[config.mk]
export PLATFORM = sky130hd
export DESIGN_NAME = ascon_tag_verify
export DESIGN_NICKNAME = d
export VERILOG_FILES = /design/src/rtl/ascon_pkg.sv /design/src/rtl/ascon_ct_compare.sv /design/src/rtl/ascon_tag_verify.sv
export SDC_FILE = /design/constraint.sdc
export NUM_CORES = 1
export LEC_CHECK = 0
export BUFFER_PORTS_ARGS = -buffer_cell sky130_fd_sc_hd__buf_2
export CAP_MARGIN = 10
export CORE_ASPECT_RATIO = 0.6
export CORE_MARGIN = 8
export CORE_UTILIZATION = 40
export DETAILED_ROUTE_END_ITERATION = 12
export PLACE_DENSITY_LB_ADDON = 0.1
export SLEW_MARGIN = 20
export SYNTH_ARGS = -nofsm -noshare
export SYNTH_HDL_FRONTEND = slang
export SYNTH_HIERARCHICAL = 1
export SYNTH_SLANG_ARGS = --single-unit
[constraint.sdc]
create_clock -name clk -period 5 [get_ports clk]
set_clock_uncertainty 0.05 [all_clocks]
set_input_delay 0 -clock clk [delete_from_list [all_inputs] [get_ports clk]]
set_output_delay 0 -clock clk [all_outputs]
set_load 0.1 [all_outputs]
[src/rtl/ascon_pkg.sv]
// Shared constants, FSM encoding and word-count helper for the Ascon tag verifier.
package ascon_pkg;

  localparam int TAG_W = 128;

  typedef enum logic [1:0] {
    VERIFY_IDLE    = 2'd0,
    VERIFY_COMPARE = 2'd1,
    VERIFY_RESULT  = 2'd2
  } verify_state_t;

  function automatic int num_words(input int w);
    return TAG_W / w;
  endfunction

endpackage

[src/rtl/ascon_ct_compare.sv]
// Constant-time word-serial tag comparator: ORs the XOR of one W-bit word pair per cycle, MSB word first.
// done/mismatch are combinational and describe the word being processed on the current edge.
module ascon_ct_compare
  import ascon_pkg::*;
#(
  parameter int W = 32
) (
  input  logic             clk,
  input  logic             rst,
  input  logic             start,
  input  logic             run,
  input  logic [TAG_W-1:0] op_a,
  input  logic [TAG_W-1:0] op_b,
  output logic             done,
  output logic             mismatch
);

  localparam int NW = num_words(W);
  localparam int CW = (NW > 1) ? $clog2(NW) : 1;
  localparam logic [CW-1:0] LAST = CW'(NW - 1);

  logic [CW-1:0]    word_ctr;
  logic             diff;
  logic [TAG_W-1:0] a_sh;
  logic [TAG_W-1:0] b_sh;
  logic             word_diff;

  // Word i lives at bits [127 - i*W -: W]; shift it down to the bottom.
  always_comb begin
    a_sh      = op_a >> ((NW - 1 - int'(word_ctr)) * W);
    b_sh      = op_b >> ((NW - 1 - int'(word_ctr)) * W);
    word_diff = |(a_sh[W-1:0] ^ b_sh[W-1:0]);
  end

  assign done     = run && (word_ctr == LAST);
  assign mismatch = diff | word_diff;

  always_ff @(posedge clk) begin
    if (rst || start) begin
      diff     <= 1'b0;
      word_ctr <= '0;
    end else if (run) begin
      diff     <= mismatch;
      word_ctr <= word_ctr + CW'(1);
    end
  end

endmodule

[src/rtl/ascon_tag_verify.sv]
// Captures plaintext and both tags on decryption done, compares tags in constant time,
// releases plaintext only on match, zeroizes captured data on acknowledge.
module ascon_tag_verify
  import ascon_pkg::*;
#(
  parameter int y = 40,
  parameter int W = 32
) (
  input  logic             clk,
  input  logic             rst,
  input  logic             decryption_ready,
  input  logic [y-1:0]     plain_text,
  input  logic [TAG_W-1:0] tag,
  input  logic [TAG_W-1:0] received_tag,
  input  logic             result_ack,
  output logic             verify_done,
  output logic             pt_valid,
  output logic             auth_fail,
  output logic [y-1:0]     pt_out,
  output logic             busy,
  output logic [7:0]       fail_count
);

  verify_state_t    state, state_nxt;
  logic             ready_q;
  logic             capture;
  logic             ack;
  logic             cmp_done;
  logic             cmp_mismatch;
  logic [y-1:0]     pt_cap;
  logic [TAG_W-1:0] tag_cap;
  logic [TAG_W-1:0] rx_cap;

  // Rising edges outside IDLE are dropped, not queued.
  assign capture = decryption_ready && !ready_q && (state == VERIFY_IDLE);
  assign ack     = result_ack && (state == VERIFY_RESULT);

  ascon_ct_compare #(.W(W)) u_cmp (
    .clk      (clk),
    .rst      (rst),
    .start    (capture || ack),
    .run      (state == VERIFY_COMPARE),
    .op_a     (tag_cap),
    .op_b     (rx_cap),
    .done     (cmp_done),
    .mismatch (cmp_mismatch)
  );

  always_ff @(posedge clk) begin
    if (rst) state <= VERIFY_IDLE;
    else     state <= state_nxt;
  end

  always_comb begin
    state_nxt = state;
    case (state)
      VERIFY_IDLE:    if (capture)  state_nxt = VERIFY_COMPARE;
      VERIFY_COMPARE: if (cmp_done) state_nxt = VERIFY_RESULT;
      VERIFY_RESULT:  if (ack)      state_nxt = VERIFY_IDLE;
      default:                      state_nxt = VERIFY_IDLE;
    endcase
  end

  always_ff @(posedge clk) begin
    if (rst) begin
      ready_q     <= 1'b0;
      pt_cap      <= '0;
      tag_cap     <= '0;
      rx_cap      <= '0;
      verify_done <= 1'b0;
      pt_valid    <= 1'b0;
      auth_fail   <= 1'b0;
      pt_out      <= '0;
      busy        <= 1'b0;
      fail_count  <= 8'd0;
    end else begin
      ready_q <= decryption_ready;
      if (capture) begin
        pt_cap  <= plain_text;
        tag_cap <= tag;
        rx_cap  <= received_tag;
        busy    <= 1'b1;
      end
      if (cmp_done) begin
        verify_done <= 1'b1;
        pt_valid    <= !cmp_mismatch;
        auth_fail   <= cmp_mismatch;
        pt_out      <= cmp_mismatch ? '0 : pt_cap;
        if (cmp_mismatch && (fail_count != 8'hFF)) fail_count <= fail_count + 8'd1;
      end
      if (ack) begin
        pt_cap      <= '0;
        tag_cap     <= '0;
        rx_cap      <= '0;
        verify_done <= 1'b0;
        pt_valid    <= 1'b0;
        auth_fail   <= 1'b0;
        pt_out      <= '0;
        busy        <= 1'b0;
      end
    end
  end

endmodule

### Yosys cells after proc, flatten, opt, wreduce, memory -nomap -nowiden

Cells that the tools add are included.

* input port bits: 300
* register bits: 354
* latch bits: 0
* bits in writable memories: 0
* ROM bits: 0
* memories: 0

* add/subtract/negate cells: 3
* divide/modulo/power cells: 0
* $mul: 0
* bitwise logic cells: 2
* equal/unequal tests: 7
* reductions and logical operators: 14
* multiplexer cells: 5
* order comparisons: 0
* shift operators: 2

Operators by type and width (count)
* >> shifter 128 x 32 -> 32 bit: 2
* two-way mux 40 bit: 1
* OR reduction 32 bit: 1
* bitwise XOR 32 bit: 1
* adder 8 x 1 -> 8 bit (second input constant): 1
* != test 8 bit (second input constant): 1
* two-way mux 2 bit: 3
* != test 2 bit (second input constant): 3
* one-hot mux 2 bit (3 select lines): 1
* logical AND 1 bit: 5
* == test 2 bit (second input constant): 2
* AND reduction 3 bit: 1
* subtractor 2 x 2 -> 3 bit (first input constant): 1
* adder 2 x 1 -> 2 bit (second input constant): 1
* == test 2 x 1 -> 1 bit (second input constant): 1
* zero test 1 bit: 2
* zero test 2 bit: 1
* logical OR 1 bit: 2
* AND reduction 2 bit: 1
* OR reduction 2 bit: 1
* OR 1 bit: 1

### Depth between registers and ports, before layout

* word-level depth: 7
* gate-level depth with buffers: 12
* mapped depth without buffers: 9

### Hierarchy

Netlist, hierarchy kept.

By module, submodules not included
* ascon_tag_verify: instances 1, cells each 1488, sequential area each 7026.7 um2, area an instance 12184.2 um2
* ascon_ct_compare: instances 1, cells each 164, sequential area each 60.1 um2, area an instance 1955.6 um2

### Least setup slack after synthesis

OpenSTA, ideal clock, no wires.

* path type: register -> register
* start point: register u_cmp.word_ctr[0]
* end point: register fail_count[1]
* arrival time: 2.589 ns
* data required time: 4.822 ns
* path buffers: 3
* stages on the path, launching flop included: 13
* slack: 2.233 ns
* cells stage by stage: dfxtp_1 -> buf_6 -> buf_12 -> buf_12 -> mux4_1 -> xnor2_1 -> nand4_1 -> nor4_2 -> nand3_1 -> nand2_1 -> o21bai_1 -> mux2i_1 -> nor2_1

* longest elaborated chain between the ends: 7

Ends and longest elaborated chain
* start: declaration: line ascon_ct_compare.sv:22 `logic [CW-1:0] word_ctr;`
* start signal: assignment: line ascon_ct_compare.sv:44 `word_ctr <= word_ctr + CW'(1);`
* subtractor 2 x 2 -> 3 bit *: line ascon_ct_compare.sv:30, ascon_ct_compare.sv:31
* >> shifter 128 x 32 -> 32 bit (on tied branches): line ascon_ct_compare.sv:30, ascon_ct_compare.sv:31
* bitwise XOR 32 bit *: line ascon_ct_compare.sv:32 `word_diff = |(a_sh[W-1:0] ^ b_sh[W-1:0]);`
* OR reduction 32 bit *: line ascon_ct_compare.sv:32
* OR 1 bit *: line ascon_ct_compare.sv:36 `assign mismatch = diff | word_diff;`
* net cmp_mismatch: line ascon_tag_verify.sv:29 `logic cmp_mismatch;`
* logical AND 1 bit *: line ascon_tag_verify.sv:89 `if (cmp_mismatch && (fail_count != 8'hFF)) fail_count <= fail_count + 8'd1;`
* AND reduction 2 bit (no source line) *
* end signal: assignment: line ascon_tag_verify.sv:89
* end: declaration: line ascon_tag_verify.sv:21 `output logic [7:0] fail_count`

The timed path passes the listed nets; every way through them passes the cells marked *.
A chain may end at the register's enable or synchronous reset.

### Final worst setup path

* start point: register u_cmp.word_ctr[0]
* end point: register pt_out[6]

* longest elaborated chain between the ends: 6

Ends and longest elaborated chain
* subtractor 2 x 2 -> 3 bit *: line ascon_ct_compare.sv:30, ascon_ct_compare.sv:31
* >> shifter 128 x 32 -> 32 bit (on tied branches): line ascon_ct_compare.sv:30, ascon_ct_compare.sv:31
* bitwise XOR 32 bit *: line ascon_ct_compare.sv:32
* OR reduction 32 bit *: line ascon_ct_compare.sv:32
* OR 1 bit *: line ascon_ct_compare.sv:36
* net cmp_mismatch: line ascon_tag_verify.sv:29
* two-way mux 40 bit *: line ascon_tag_verify.sv:88 `pt_out <= cmp_mismatch ? '0 : pt_cap;`
* end signal: assignment: line ascon_tag_verify.sv:88
* end: declaration: line ascon_tag_verify.sv:19 `output logic [y-1:0] pt_out,`

Marked as above.

==> impl_metrics.toml <==
[status]
status = "finished, final reports clean"

[setup_path]
crit_fanout = 43
critPathMaxStageDelay_ns = 0.83
r2r_cells = 9
cp.required_ns = 5.39
r2r-end = "pt_out[6]"
startpoint_type = "register"
cp.arrival_ns = 4.28
rrSetupSlack_ns = 1.11
path_cells = "mux4_1 -> xnor2_1 -> nand4_1 -> nor4_2 -> nand3_1 -> nor2_2 -> buf_4 -> a22oi_1 -> nor2_1"
crit_path_end_kind = "register"
critPathKind = "reg -> reg"
crit_slowest_cell = "dfxtp_4"
r2r-start = "u_cmp/word_ctr[0]"

[pwr]
p_switching_w = 0.00168
p_int_w = 0.00501
swShare = 0.251
power-per-cell-area_nw_per_um2 = 333
power.share.combinational = 0.133
p_leak_nw = 8.34
ir_worst_vdd_mv = 0.256
p_seq_frac = 0.459
clockPowerShare = 0.408

[job]
drv_cap = 0

[timing]
setup_tns_ns = 0
setup_viol = 0
slew_violations = 0
period_needed_ns = 3.89
tightest_slew_ns = 1.23
setup_ws_ns = 1.11
rsz0062_at_grt = "no"
max-slew-margin-rel = 0.178
fmax_mhz = 257
hold_viol = 0
fin_crit_sh = 0.778

[clocking]
clk_latency_ns = 0.53
tritoncts = "yes"
clk_pin_slew_ns = 0.06
cts_made_buffers = 36
ctsResizeCount = 0
clock_path_buffers = 3
htree_levels = 2
cts-root-buf = "clkbuf_16"
holdBufCountCts = 301
cts_setup_buffers = 0
numClockSinks = 354

[synthesis]
syn_area_um2 = 14100
yosysWarnings = 6
syn_inst = 1652
ys_seq_area_frac = 0.501
yosysUniqueCellTypes = 40
ys_ff_latch = 354
syn_nets = 1954
syn_avg_cell_area_um2 = 8.56

[global_route]
first_global_vias = 13700
grt_max_degree = 220
grt-ovfl-total = 0
grt_usage = 0.224
grt_pass1_wl_mm = 75.2
antenna_found_initial = 9

[place]
placed_area_um2 = 15900
port_buffers = 351
hpwl_mm = 31.6
globalplace.congestion = 0.811
pre_cts_slack_ns = 1.12

[drt]
wl_mm = 48.8
wl_met1_mm = 21.5
top_layer_used = "met4"
wl_per_cell_um = 17.9
dr_wl_met3_mm = 2.49
dr.pass1.iters = 7
postRouteAntennaNets = 0
dr_wl_met2_mm = 23.2
num_vias = 13600
viasPerCell = 4.97
drc = 0
first_iter_violations = 984

[layout]
final_util = 0.575
nets = 2531
stdcell_area_um2 = 20100
drive_gt1_frac = 0.197
fillers = 3070
syn_to_final_growth_pct = 42.1

[min_path]
min_from = "tag[33]"
hold_end = "tag_cap[33]"
hold_depth = 4
min-delay-path-class = "in -> reg"

[floorplan]
die_height_um = 162
core_um2 = 34900
ioPinCount = 352
dieArea_um2 = 41800
rows = 53
start_util = 0.405
die_x_um = 259
logic make-up after synthesis:
group,synth area share
xor+xnor,0.0508
buf+inv,0.0534
fa+ha+maj,0.00177
mux,0.0651
flops,0.501
compound gates,0.133
simple gates,0.195
synthesized netlist by cell type:
master | number | area (µm²)
nand4_1 | 10 | 62.6
xor2_1 | 46 | 403
dfxtp_1 | 354 | 7090
buf_1 | 7 | 26.3
o21bai_1 | 1 | 7.51
or4_1 | 2 | 15.0
and2_1 | 2 | 12.5
nor2_1 | 58 | 218
o2111ai_1 | 2 | 17.5
nor2b_1 | 2 | 12.5
a22oi_1 | 39 | 293
nand2b_1 | 1 | 6.26
buf_6 | 28 | 315
clkbuf_1 | 48 | 180
a31oi_1 | 1 | 6.26
or4b_1 | 1 | 10.0
buf_2 | 37 | 185
nand3_1 | 5 | 25.0
o211ai_1 | 2 | 15.0
mux2i_1 | 2 | 20.0
o21ai_0 | 1 | 5.00
buf_12 | 2 | 40.0
nand2_1 | 600 | 2250
nor4_2 | 2 | 25.0
ha_1 | 2 | 25.0
nor3b_1 | 3 | 22.5
nand3b_1 | 1 | 7.51
nor3_1 | 6 | 30.0
inv_1 | 1 | 3.75
nor4b_1 | 1 | 8.76
mux4_1 | 18 | 473
xnor2_1 | 36 | 315
and3_1 | 1 | 6.26
a2111oi_2 | 1 | 15.0
a21oi_1 | 301 | 1510
mux4_2 | 19 | 428
and4_1 | 1 | 8.76
a311oi_1 | 1 | 8.76
nor4_1 | 6 | 37.5
clkinv_1 | 1 | 3.75
area by class of cell:
type	instances	area (µm²)	area share
flip-flops and latches	354	7090	0.353
diodes	9	22.5	0.00112
multi-input cells	1174	6320	0.314
clock buffers	50	1030	0.0515
inverters	2	7.51	0.000374
clock inverters	12	146	0.00729
repair buffers	661	4890	0.243
well taps	467	584	0.0291
registers in the layout, indices dropped and copies added (netlist names):
name and count:
tag_cap 128, state 2, rx_cap 128, auth_fail 1
pt_cap 40, u_cmp/diff 1, u_cmp/word_ctr 2, fail_count 8
pt_out 40, verify_done 1, ready_q 1, pt_valid 1
busy 1
how the worst max path moves through the flow:
stage                      startpoint            end  depth (start not counted)
CTS                 u_cmp/word_ctr[0]      pt_out[1]                          9
detailed placement  u_cmp/word_ctr[0]     pt_out[13]                          9
global placement    u_cmp/word_ctr[0]     pt_out[37]                          9
global route        u_cmp/word_ctr[0]     pt_out[15]                          9
finish              u_cmp/word_ctr[0]      pt_out[6]                          9
floorplan           u_cmp/word_ctr[0]  fail_count[1]                         12
worst max-delay path: cells and delay by family, from the launching register on:
family / cells / cell delay (ns)
AO/OA/AOI/OAI: 1 / 0.15
flip-flops: 1 / 0.83
XOR/XNOR: 1 / 0.37
multiplexers: 1 / 0.66
buffers and inverters: 1 / 0.43
AND/OR/NAND/NOR: 5 / 1.27
power by group through the flow:
stage | Sequential [W] | Clock (W) | Combinational [W]
after floorplan | 0.00309 | 0 | 0.000479
after global placement | 0.00313 | 0 | 0.000696
after detailed placement | 0.00313 | 0 | 0.000701
after CTS | 0.00307 | 0.00280 | 0.000889
after global routing | 0.00309 | 0.00292 | 0.000979
final | 0.00307 | 0.00272 | 0.000891
layer usage:
layer | GRT usage | vias up
met2 | 0.365 | 375
li1 | - | 6659
met4 | 0.0856 | 0
met5 | 0 | -
met3 | 0.0430 | 111
met1 | 0.293 | 6411
layout by cell type, fill, tap and decap left out, types with 6 or more instances in the layout:
| cell | Yosys | final |
|---|---|---|
| a22oi_1 | 39 | 39 |
| clkbuf_8 | 0 | 6 |
| nor2_1 | 58 | 57 |
| dlygate4sd3_1 | 0 | 301 |
| dfxtp_1 | 354 | 352 |
| mux4_1 | 18 | 18 |
| nor3_1 | 6 | 6 |
| nand2_1 | 600 | 600 |
| clkinv_2 | 0 | 6 |
| buf_2 | 37 | 351 |
| nor4_1 | 6 | 6 |
| clkbuf_16 | 0 | 37 |
| xor2_1 | 46 | 46 |
| nand4_1 | 10 | 10 |
| xnor2_1 | 36 | 36 |
| a21oi_1 | 301 | 301 |
| clkbuf_1 | 48 | 7 |
| mux4_2 | 19 | 19 |
| diode_2 | 0 | 9 |
stage by stage:
| stage | hold WS (ns) | total power, W | cells |
|---|---|---|---|
| 4_1_cts | 0.176 | 0.00676 | 2720 |
| 6_report | 0.211 | 0.00669 | 2729 |
| 3_3_place_gp | 0.187 | 0.00382 | 2357 |
| 5_1_grt | 0.193 | 0.00698 | 2728 |
| 3_5_place_dp | 0.198 | 0.00383 | 2357 |
| 2_1_floorplan | 0.0216 | 0.00357 | 1652 |
Power figures use the tool's default switching activity.
